**src/rtl/apb_pkg.sv**
```systemverilog
// Shared types and defaults for the APB master slice.
package apb_pkg;

   localparam int ADDR_W_DEF = 8;
   localparam int DATA_W_DEF = 8;

   typedef logic [1:0] slave_id_t;

   typedef enum logic [1:0] {
      IDLE,
      SETUP,
      ACCESS
   } state_t;

endpackage

```
**src/rtl/apb_sel_decode.sv**
```systemverilog
// Slave id to one-hot select, with out-of-range flag.
module apb_sel_decode
   import apb_pkg::*;
#(
   parameter int NUM_SLAVES = 4
) (
   input  slave_id_t             id,
   output logic [NUM_SLAVES-1:0] onehot,
   output logic                  oor
);

   always_comb begin
      onehot = '0;
      for (int i = 0; i < NUM_SLAVES; i++) begin
         onehot[i] = (int'(id) == i);
      end
      oor = (int'(id) >= NUM_SLAVES);
   end

endmodule

```
**src/rtl/apb_master.sv**
```systemverilog
// APB master: IDLE/SETUP/ACCESS sequencer with command/response handshake.
// Optional ACCESS timeout under APB_MASTER_TIMEOUT_EN.
module apb_master
   import apb_pkg::*;
#(
   parameter int ADDR_W         = ADDR_W_DEF,
   parameter int DATA_W         = DATA_W_DEF,
   parameter int NUM_SLAVES     = 4,
   parameter int TIMEOUT_CYCLES = 16
) (
   input  logic                  clk,
   input  logic                  reset,
   input  logic                  cmd_valid,
   output logic                  cmd_ready,
   input  logic                  cmd_write,
   input  logic [1:0]            cmd_id,
   input  logic [ADDR_W-1:0]     cmd_addr,
   input  logic [DATA_W-1:0]     cmd_wdata,
   output logic                  rsp_valid,
   output logic [DATA_W-1:0]     rsp_rdata,
   output logic                  rsp_err,
   output logic [NUM_SLAVES-1:0] sel,
   output logic                  enable,
   output logic                  write,
   output logic [ADDR_W-1:0]     addr,
   output logic [DATA_W-1:0]     wdata,
   input  logic [DATA_W-1:0]     rdata,
   input  logic                  ready
);

   state_t                  state;
   state_t                  state_n;
   slave_id_t               id_q;
   logic [NUM_SLAVES-1:0]   onehot;
   logic                    oor;
   logic                    accept;
   logic                    done;
   logic                    tmo;

   apb_sel_decode #(
      .NUM_SLAVES(NUM_SLAVES)
   ) u_dec (
      .id    (id_q),
      .onehot(onehot),
      .oor   (oor)
   );

   assign cmd_ready = !reset &&
                      ((state == IDLE) || (state == ACCESS && ready));
   assign accept    = cmd_valid && cmd_ready;
   assign sel       = (state == IDLE) ? '0 : onehot;
   assign enable    = (state == ACCESS);

`ifdef APB_MASTER_TIMEOUT_EN
   localparam int CNT_W = $clog2(TIMEOUT_CYCLES + 1);
   logic [CNT_W-1:0] tcnt;

   always_ff @(posedge clk) begin
      if (reset) begin
         tcnt <= '0;
      end else if (state_n == SETUP) begin
         tcnt <= '0;
      end else if (state == ACCESS && !ready) begin
         tcnt <= tcnt + CNT_W'(1);
      end
   end

   assign tmo = (state == ACCESS) && !ready &&
                (tcnt == CNT_W'(TIMEOUT_CYCLES - 1));
`else
   assign tmo = 1'b0;
`endif

   always_ff @(posedge clk) begin
      if (reset) state <= IDLE;
      else       state <= state_n;
   end

   always_comb begin
      state_n = state;
      done    = 1'b0;
      unique case (state)
         IDLE: begin
            if (accept) state_n = SETUP;
         end
         SETUP: begin
            state_n = ACCESS;
         end
         ACCESS: begin
            // out-of-range ids never reach a slave, so never wait on ready
            done = ready || oor || tmo;
            if (done) state_n = accept ? SETUP : IDLE;
         end
         default: begin
            state_n = IDLE;
         end
      endcase
   end

   always_ff @(posedge clk) begin
      if (reset) begin
         id_q      <= '0;
         write     <= 1'b0;
         addr      <= '0;
         wdata     <= '0;
         rsp_valid <= 1'b0;
         rsp_rdata <= '0;
         rsp_err   <= 1'b0;
      end else begin
         rsp_valid <= done;
         if (done) begin
            rsp_err   <= oor || tmo;
            rsp_rdata <= (!write && !oor && ready) ? rdata : '0;
         end
         if (accept) begin
            id_q  <= cmd_id;
            write <= cmd_write;
            addr  <= cmd_addr;
            wdata <= cmd_wdata;
         end
      end
   end

endmodule

```
**config.mk**
```make
export PLATFORM = sky130hd
export DESIGN_NAME = apb_master
export DESIGN_NICKNAME = d
export VERILOG_FILES = /design/src/rtl/apb_pkg.sv /design/src/rtl/apb_sel_decode.sv /design/src/rtl/apb_master.sv
export SDC_FILE = /design/constraint.sdc
export NUM_CORES = 1
export LEC_CHECK = 0
export CORE_AREA = 2 2 55 57
export CTS_CLUSTER_DIAMETER = 80
export DETAILED_ROUTE_END_ITERATION = 6
export DIE_AREA = 0 0 57 59
export PLACE_DENSITY = 0.81
export REMOVE_ABC_BUFFERS = 1
export SKIP_LAST_GASP = 1
export SYNTH_ARGS = -nofsm -noshare
export SYNTH_HDL_FRONTEND = slang
export SYNTH_SLANG_ARGS = --single-unit
```
**constraint.sdc**
```tcl
create_clock -name clk -period 2.7 [get_ports clk]
set_clock_uncertainty 0.1 [all_clocks]
set_input_delay 0.54 -clock clk [delete_from_list [all_inputs] [get_ports clk]]
set_output_delay 0.54 -clock clk [all_outputs]
set_load 0.05 [all_outputs]
```
# After elaboration in Yosys (flattened, before gate mapping)
# Index checks and enable logic that the tools add are counted.
[word_totals]
out_inout_bits = 33
input_bits = 31
elab_cells = 31
regBits = 30
[op_classes]
n_mux = 7
eq_ne = 7
n_reduce_logical = 10
[op_table]
columns = ["operator", "n"]
rows = [
  ["two-way mux 8 bit", 1],
  ["== test 2 bit (second input constant)", 3],
  ["case mux 2 bit (3 select lines)", 1],
  ["== test 2 x 1 -> 1 bit (second input constant)", 2],
  ["logical AND 1 bit", 4],
  ["zero test 2 bit", 2],
  ["two-way mux 2 bit", 2],
  ["two-way mux 4 bit", 1],
  ["zero test 1 bit", 2],
  ["two-way mux 1 bit", 2],
  ["inequality test 2 x 1 -> 1 bit (second input constant)", 1],
  ["inequality test 2 bit (second input constant)", 1],
  ["AND reduction 2 bit", 1],
  ["logical OR 1 bit", 1],
]

# Longest topological paths before layout
# Gate-level depths: netlist of the first run.
[logic_depth]
depth_word = 8
ltp_mapped = 5
depth_no_buf = 3

# Hierarchy
# Synthesis of the first run repeated with hierarchy kept, for this count alone.
[unflattened]
cells_unflattened = 130
hier_area_um2 = 1332.5
[by_module_without_submodules]
columns = ["module", "n_inst", "area_each_um2", "cells_each", "seq_area_each_um2"]
rows = [
  ["apb_master", 1, 1295.0, 124, 620.6],
  ["apb_sel_decode", 1, 37.5, 6, 0.0],
]

# Least setup slack after synthesis of the first run
# OpenSTA, ideal clock, no wires.
[synth_timing]
kind = "input-to-output"
from = "in reset"
to = "out cmd_ready"
path_stages = 1
required_time_ns = 2.060
slack_ns = 0.444
n_path_buf = 0
t_arrival_ns = 1.616
path_cell_list = "nor3_1"
[synth_between]
elab_chain_len = 2
[synth_rtl]
columns = ["element", "line_no", "rtl"]
rows = [
  ["from (decl)", "apb_master.sv:12", "input logic reset,"],
  ["zero test 1 bit", "apb_master.sv:48", "assign cmd_ready = !reset &&"],
  ["logical AND 1 bit", "apb_master.sv:48", ""],
  ["to (decl)", "apb_master.sv:14", "output logic cmd_ready,"],
]
# No other way between the ends.

# Worst setup path in the final report of the first run
[layout_timing]
from = "reg state[0]"
to = "out sel[3]"
[layout_between]
elab_chain_len = 2
[layout_rtl]
columns = ["element", "line_no", "rtl"]
rows = [
  ["from (decl)", "apb_master.sv:31", "state_t state;"],
  ["from (signal assigned)", "apb_master.sv:76", "else state <= state_n;"],
  ["zero test 2 bit", "apb_master.sv:51", "assign sel = (state == IDLE) ? '0 : onehot;"],
  ["two-way mux 4 bit", "apb_master.sv:51", ""],
  ["to (decl)", "apb_master.sv:22", "output logic [NUM_SLAVES-1:0] sel,"],
]
# No other way between the ends.

==> metrics, run 1 <==
YS warnings=0; crit path max fanout=9; TritonCTS clock tree=done; H-tree depth=2; Data arrival, critical path=1960 ps; CP required=2060 ps; Setup-failing EPs final=0; met2 GRT Util=0.294; Max-Slew Margin vs Limit=0.520; Worst setup SP type=flop; vias per cell=5.10; final net count=180; Fill cells=224; VDD IR max=0.483 mV; overall routing resource usage=0.167; clock period minus worst slack=2600 ps; die area=3360 µm²; worst-case reg-to-reg path depth=3; First DRT Iteration DRCs=29; Pleak=0.688 nW; sequential-to-total area share from yosys stat=0.595; Setup crit end kind=primary output; Root Buffer=clkbuf_4; Cell Area, Placed=1650 µm²; Die H=59 µm; post-place setup slack=412 ps; GRT overflow=0; number of global-route vias before repair=975; Std-Cell Rows=19; CTS buffer count=5; GRT busiest layer=met2; via count=923; Syn Area/Cell=11.9 µm²; DRC viols=0; cell accounting for the most synthesized area=dfxtp_1; RSZ-0062 raised after global routing=no; Post-CTS Setup Bufs=0; Mapped Area=1010 µm²; layout cells sized above 1=0.0733; die width=57 µm; crit share post-route=0.962; Syn Inst Count=85; top-area cell type share of the netlist area=0.595; router iterations before antenna repair=4; top cells by area, synth=dfxtp_1 59%, a22o_1 23%, buf_6 2.2%; diodes inserted=0; first-pass GRT wire length=4220 µm; pwr/cell area=607 nW/µm²; initial antenna violation count=0; Slew @ Worst Pin=720 ps; largest net degree at the start of global routing=21; initial core utilization=0.373; Min-Delay Path Class=flop to flop; Port Buffers=62; WL/cell=14.5 µm; clk sink count=30; final hold vios=0; layout overhead on the synthesized area=70.9%; Antenna Nets Post-Route=0; IO Pins=64; M3 GR Usage=0.0633; Hold Crit Depth=1; core area=2710 µm²; GPL Wtd Cong=0.862; Final Power=1.05 mW; maximum root-to-sink buffer count=2; Routed WL=2620 µm; class of the most critical setup path=flop to primary output; #FFs+latches synth=30; Max-cap violations=0; f_max=385 MHz; clock latency at the later pin of the worst-skew pair=310 ps; finished layout cell area=1730 µm²; Distinct cells, synth=20; routing usage on met1=0.172; outcome=finished, final reports clean; clock transition at the registers of the reported paths=90 ps; setup TNS=0 ps; Final WS setup=103 ps; DP HPWL=1920 µm; max-slew violation count=0
[synthesized netlist by cell type]
cell and n:
a21oi_1 1, a22o_1 27, and3_1 1, buf_2 3, buf_4 1, buf_6 2
clkinv_1 1, conb_1 1, dfxtp_1 30, inv_1 2, mux2i_1 1, nand3b_1 1
nor2_1 5, nor2b_1 1, nor2b_4 1, nor3_1 3, nor3_2 1, nor4_1 1
o21ai_0 1, o31a_1 1
[per-stage QoR]
step / hold slack (ps) / cells / util
after floorplan: 392 / 79 / -
after global placement: 358 / 173 / 0.608
after detailed placement: 355 / 173 / 0.608
after CTS: 384 / 181 / 0.636
after global routing: 392 / 181 / 0.637
final: 383 / 181 / 0.637
[critical path, cell delays in order, from the launching register on]
cell and delay, ps:
dfxtp_1 510, o21ai_0 180, nor2_1 130, clkdlybuf4s50_1 820
[registers in the layout (all words and copies together) (netlist names)]
signal     count
state          2
addr           8
rsp_valid      1
wdata          8
id_q           2
write          1
rsp_rdata      8
[layer usage]
layer | wire, µm | vias to the layer above | share of wire
met5 | 0 | - | 0
met4 | 49 | 0 | 0.019
met3 | 227 | 6 | 0.087
met2 | 1320 | 51 | 0.51
met1 | 1020 | 421 | 0.39
li1 | - | 445 | -
[kinds of logic after synthesis]
| logic type | after synthesis | synth area share |
|---|---|---|
| buffers and inverters | 9 | 0.0558 |
| other | 1 | 0.00371 |
| AOI/OAI and AO/OA | 30 | 0.253 |
| DFF | 30 | 0.595 |
| and+or+nand+nor | 14 | 0.0830 |
| muxes | 1 | 0.00991 |
[worst paths after layout]
check	from	to	slack [ps]
setup / recovery	state[0]$_SDFFE_PP0P_	sel[3]	100
setup reg to reg	state[1]$_SDFFE_PP0P_	wdata[0]$_SDFFE_PP0P_	1030
hold / removal	wdata[2]$_SDFFE_PP0P_	wdata[2]$_SDFFE_PP0P_	380
hold reg to reg	wdata[2]$_SDFFE_PP0P_	wdata[2]$_SDFFE_PP0P_	380
[repair_timing]
action | CTS | global route
setup endpoints to repair | 0 | 1
gates resized for setup | 0 | 1
hold endpoints to repair | 0 | 0
hold buffers | 0 | 0
[cells in the final DEF (no fill, tap or decap)]
cell              n
clkdlybuf4s50_1  60
dfxtp_1          30
a22o_1           27
nor2_1            5
clkbuf_4          5
nor3_1            3
inv_1             2
clkbuf_1          2
nor2b_4           1
nor2b_1           1
o21ai_0           1
clkinv_1          1
o31a_1            1
nor4_2            1
nand3b_1          1
nor3_2            1
a21oi_1           1
mux2i_1           1
and3_1            1
conb_1            1
bufinv_16         1
dlymetal6s2s_1    1
buf_12            1
buf_4             1
[power by group]
part	leakage (nW)	total [mW]	switching (mW)	internal (mW)
registers	0.245	0.482	0.0162	0.466
clock network	0.0395	0.336	0.140	0.196
logic	0.403	0.229	0.129	0.100
[area by class of cell]
type	instances	area (µm²)	share of cell area
Clock buffer	7	45.0	0.0261
Clock inverter	1	30.0	0.0174
Inverter	3	11.3	0.00653
Multi-Input combinational cell	46	359	0.208
Sequential cell	30	601	0.348
Tap cell	31	38.8	0.0225
Timing Repair Buffer	63	641	0.371
No activity file was read; power rests on OpenSTA's default activity.
==> run 2: changes to the inputs <==
==> constraint.sdc (replaced) <==
create_clock -name clk -period 2.7 [get_ports clk]
set_clock_uncertainty 0.1 [all_clocks]
set_input_delay 0.405 -clock clk [delete_from_list [all_inputs] [get_ports clk]]
set_output_delay 0.405 -clock clk [all_outputs]
set_load 0.05 [all_outputs]
==> run 2 against run 1 <==
- sequential cell count unchanged
- power fell by 10%
- critical path depth did not move
- largest cell class unchanged
- routed wire length fell by 5.1%
- die area unchanged
==> metrics, run 2 (synthesis results as in run 1) <==
Min-Delay Path Class=flop to flop; Routed WL=2490 µm; number of global-route vias before repair=902; CP cell instances=nor2_1 -> nor3_1 -> clkdlybuf4s50_1; worst-case reg-to-reg path depth=3; Root Buffer=clkbuf_4; Cell Area, Placed=1640 µm²; r2r endpoint=addr[5]$_SDFFE_PP0P_; Antenna Nets Post-Route=0; CP peak stage delay=830 ps; layout cells sized above 1=0.0805; First DRT Iteration DRCs=33; cts repair resizes=0; Std-Cell Rows=19; clock period minus worst slack=2410 ps; r2r startpoint=state[1]$_SDFFE_PP0P_; CP max stage cell=clkdlybuf4s50_1; max-slew violation count=0; overall routing resource usage=0.160; Port Buffers=62; Hold Crit Depth=1; core area=2710 µm²; layout overhead on the synthesized area=66.7%; Post-CTS Setup Bufs=0; crit path max fanout=9; Die H=59 µm; final net count=180; initial core utilization=0.373; vias per cell=4.97; IO Pins=64; Data arrival, critical path=1910 ps; die width=57 µm; DRC viols=0; first-pass GRT wire length=3980 µm; Setup crit end kind=primary output; VDD IR max=0.504 mV; initial antenna violation count=0; finished layout cell area=1680 µm²; Worst setup SP type=flop; Slew @ Worst Pin=726 ps; H-tree depth=2; Max-Slew Margin vs Limit=0.516; maximum root-to-sink buffer count=2; clock transition at the registers of the reported paths=90 ps; class of the most critical setup path=flop to primary output; Hold-fix buffers, CTS=0; pwr/cell area=560 nW/µm²; GRT overflow=0; clk sink count=30; diodes inserted=0; Worst R2R Setup Slack=1060 ps; largest net degree at the start of global routing=21; Fill cells=216; outcome=finished, final reports clean; WL/cell=13.8 µm; Max-cap violations=0; final hold vios=0; GPL Wtd Cong=0.784; worst min-delay path startpoint=rsp_rdata[4]$_SDFFE_PP0P_; most frequent cells in the layout=61 x clkdlybuf4s50_1, 30 x dfxtp_1, 27 x a22o_1; CP required=2190 ps; clock latency at the later pin of the worst-skew pair=320 ps; setup TNS=0 ps; via count=895; Worst Hold Endpoint=rsp_rdata[4]$_SDFFE_PP0P_; RSZ-0062 raised after global routing=no; Pleak=0.657 nW; f_max=414 MHz; die area=3360 µm²; crit share post-route=0.894; Setup-failing EPs final=0; router iterations before antenna repair=2; leading registers by flop count=addr (8), rsp_rdata (8), wdata (8); TritonCTS clock tree=done; DP HPWL=1800 µm; CTS buffer count=5; commonest non-fill, non-tap cell in the layout=clkdlybuf4s50_1
run 2: routing by layer:
layer,up-vias,track usage,routed length [µm]
li1,443,-,-
met1,403,0.172,978
met2,42,0.253,1210
met3,7,0.0983,252
met4,0,0.0698,48
met5,-,0,0
run 2: worst max path at each step:
stage	from	endpoint	cells after the start
final	state[0]$_SDFFE_PP0P_	sel[0]	3
after global routing	state[0]$_SDFFE_PP0P_	sel[0]	3
after CTS	state[0]$_SDFFE_PP0P_	sel[0]	3
after detailed placement	ready	addr[3]$_SDFFE_PP0P_	4
after global placement	ready	wdata[5]$_SDFFE_PP0P_	4
after floorplan	reset	addr[0]$_SDFFE_PP0P_	2
run 2: critical path: cells and delay by family, from the launching register on:
family / cells / cell delay [ps]
buffers and inverters: 1 / 830
DFF: 1 / 490
and+or+nand+nor: 2 / 260
run 2: cell type report:
| cell class | count | area, µm² | share of cell area |
|---|---|---|---|
| Clock buffer | 5 | 37.5 | 0.0223 |
| Multi-Input combinational cell | 46 | 359 | 0.213 |
| Tap cell | 31 | 38.8 | 0.0230 |
| Timing Repair Buffer | 63 | 626 | 0.372 |
| Inverter | 3 | 11.3 | 0.00669 |
| Clock inverter | 2 | 10.0 | 0.00595 |
| Sequential cell | 30 | 601 | 0.357 |
run 2: power breakdown:
part / switching, mW / internal (mW) / leakage, nW
Sequential: 0.0160 / 0.466 / 0.245
Clock: 0.142 / 0.0933 / 0.0308
Combinational: 0.128 / 0.0973 / 0.381
Total: 0.286 / 0.656 / 0.657
run 2: through the flow:
| step | hold WS, ps | utilization | total power, mW | std cells | worst slack [ps] |
|---|---|---|---|---|---|
| after floorplan | 377 | - | 0.614 | 79 | 331 |
| after global placement | 356 | 0.603 | 0.713 | 173 | 642 |
| after detailed placement | 358 | 0.603 | 0.717 | 173 | 548 |
| after CTS | 383 | 0.621 | 0.958 | 180 | 251 |
| after global routing | 405 | 0.621 | 0.993 | 180 | 162 |
| final | 378 | 0.621 | 0.942 | 180 | 285 |
==> run 3: changes to the inputs <==
==> constraint.sdc (replaced) <==
create_clock -name clk -period 2.7 [get_ports clk]
set_clock_uncertainty 0.1 [all_clocks]
set_input_delay 0.405 -clock clk [delete_from_list [all_inputs] [get_ports clk]]
set_output_delay 0.405 -clock clk [all_outputs]
set_load 0.02 [all_outputs]
==> run 3 against run 2 <==
- fmax is 2.1% higher
- final area rose by 0.89%
- power shrank 1.8%
- first-iteration DRC count is 42% lower
- non-clock buffer count did not move
- global-route usage is 0.65 points higher
- register-to-register slack got worse by 50 ps
- die area unchanged
==> metrics, run 3 (synthesis results as in run 1) <==
outcome=finished, final reports clean; P_sw=0.235 mW; H-tree depth=2; Antenna Nets Post-Route=0; CP required=2190 ps; Cell Area, Placed=1640 µm²; Hold-fix buffers, CTS=0; Comb power frac=0.185; crit share post-route=0.876; finished layout cell area=1700 µm²; Data arrival, critical path=1860 ps; First DRT Iteration DRCs=19; Std-Cell Rows=19; pwr/cell area=544 nW/µm²; Fill cells=237; Worst setup SP type=primary input; core area=2710 µm²; switch share=0.254; RSZ-0062 raised after global routing=no; Sequential Power Share=0.521; via count=929; max-slew violation count=0; GPL Wtd Cong=0.897; Port Buffers=62; f_max=423 MHz; Max-Slew Margin vs Limit=0.506; Die H=59 µm; register area=601 µm²; CTS buffer count=5; Slew @ Worst Pin=741 ps; setup TNS=0 ps; final net count=180; overall routing resource usage=0.167; clock transition at the registers of the reported paths=90 ps; clock latency at the later pin of the worst-skew pair=320 ps; Min-Delay Path Class=flop to flop; router iterations before antenna repair=4; initial core utilization=0.373; first-pass GRT wire length=4230 µm; VDD IR max=0.387 mV; most frequent cells in the layout=62 x clkdlybuf4s50_1, 30 x dfxtp_1, 27 x a22o_1; met2 WL=1270 µm; leading registers by flop count=addr (8), rsp_rdata (8), wdata (8); Setup-failing EPs final=0; DRC viols=0; Max-cap violations=0; clock network power share=0.295; cts repair resizes=0; number of global-route vias before repair=931; layout overhead on the synthesized area=68.2%; DP HPWL=1910 µm; WL/cell=14.4 µm; TritonCTS clock tree=done; M1 WL=1060 µm; die width=57 µm; initial antenna violation count=0; IO Pins=64; max layer used=met4; final hold vios=0; vias per cell=5.13; crit path max fanout=5; Setup crit end kind=primary output; class of the most critical setup path=primary input to primary output; Pleak=0.661 nW; commonest non-fill, non-tap cell in the layout=clkdlybuf4s50_1; clock period minus worst slack=2370 ps; Routed WL=2620 µm; diodes inserted=0; area occupied by multi-input gates=359 µm²; Root Buffer=clkbuf_4; GRT overflow=0; layout cells sized above 1=0.0733; Cell Int Power=0.690 mW; DP Cell Count=173; Post-CTS Setup Bufs=0; clk sink count=30; Post-Layout Cell Count=181; Detail Route met3 WL=231 µm; largest net degree at the start of global routing=21; maximum root-to-sink buffer count=2; die area=3360 µm²
## run 3: changes by cell type in the layout (fill, tap and decap cells not counted), sizes merged
cell | before | now
buf | 2 | 1
clkinv | 3 | 2
clkdlybuf4s50 | 61 | 62
clkbuf | 5 | 7
## run 3: stage by stage
step	util	power (mW)	hold slack (ps)	setup WS [ps]
after floorplan	-	0.558	377	331
after global placement	0.604	0.659	357	400
after detailed placement	0.604	0.664	357	345
after CTS	0.627	0.937	383	335
after global routing	0.627	0.969	404	249
final	0.627	0.924	378	334
## run 3: path summary, 6_finish.rpt
check                              end                 startpoint  slack [ps]  cells past startpoint
max                          cmd_ready                      ready         330                      4
max reg2reg      wdata[0]$_SDFFE_PP0P_      state[1]$_SDFFE_PP0P_        1010                      3
min reg2reg  rsp_rdata[3]$_SDFFE_PP0P_  rsp_rdata[3]$_SDFFE_PP0P_         380                      1
min          rsp_rdata[3]$_SDFFE_PP0P_  rsp_rdata[3]$_SDFFE_PP0P_         380                      1
## run 3: layout make-up
type	instances	area share
Tap cell	31	0.0228
Inverter	3	0.00663
Timing Repair Buffer	63	0.370
Clock inverter	1	0.00295
Clock buffer	7	0.0324
Sequential cell	30	0.354
Multi-Input combinational cell	46	0.211
## run 3: worst max-delay path, cell delays in order
cell             delay, ps
clkdlybuf4s50_1        600
nor2b_4                 70
nor3_1                 150
clkdlybuf4s50_1        630
## run 3: power groups by stage
| stage | Clock [mW] | Sequential [mW] | Combinational (mW) |
|---|---|---|---|
| finish | 0.272 | 0.481 | 0.171 |
| global route | 0.303 | 0.485 | 0.181 |
| CTS | 0.282 | 0.481 | 0.173 |
| detailed placement | 0 | 0.491 | 0.172 |
| global placement | 0 | 0.491 | 0.169 |
| floorplan | 0 | 0.513 | 0.0447 |
## run 3: layer usage
layer,vias up,track usage
met5,-,0
met4,0,0.106
met3,7,0.0655
met2,42,0.282
met1,436,0.172
li1,444,-
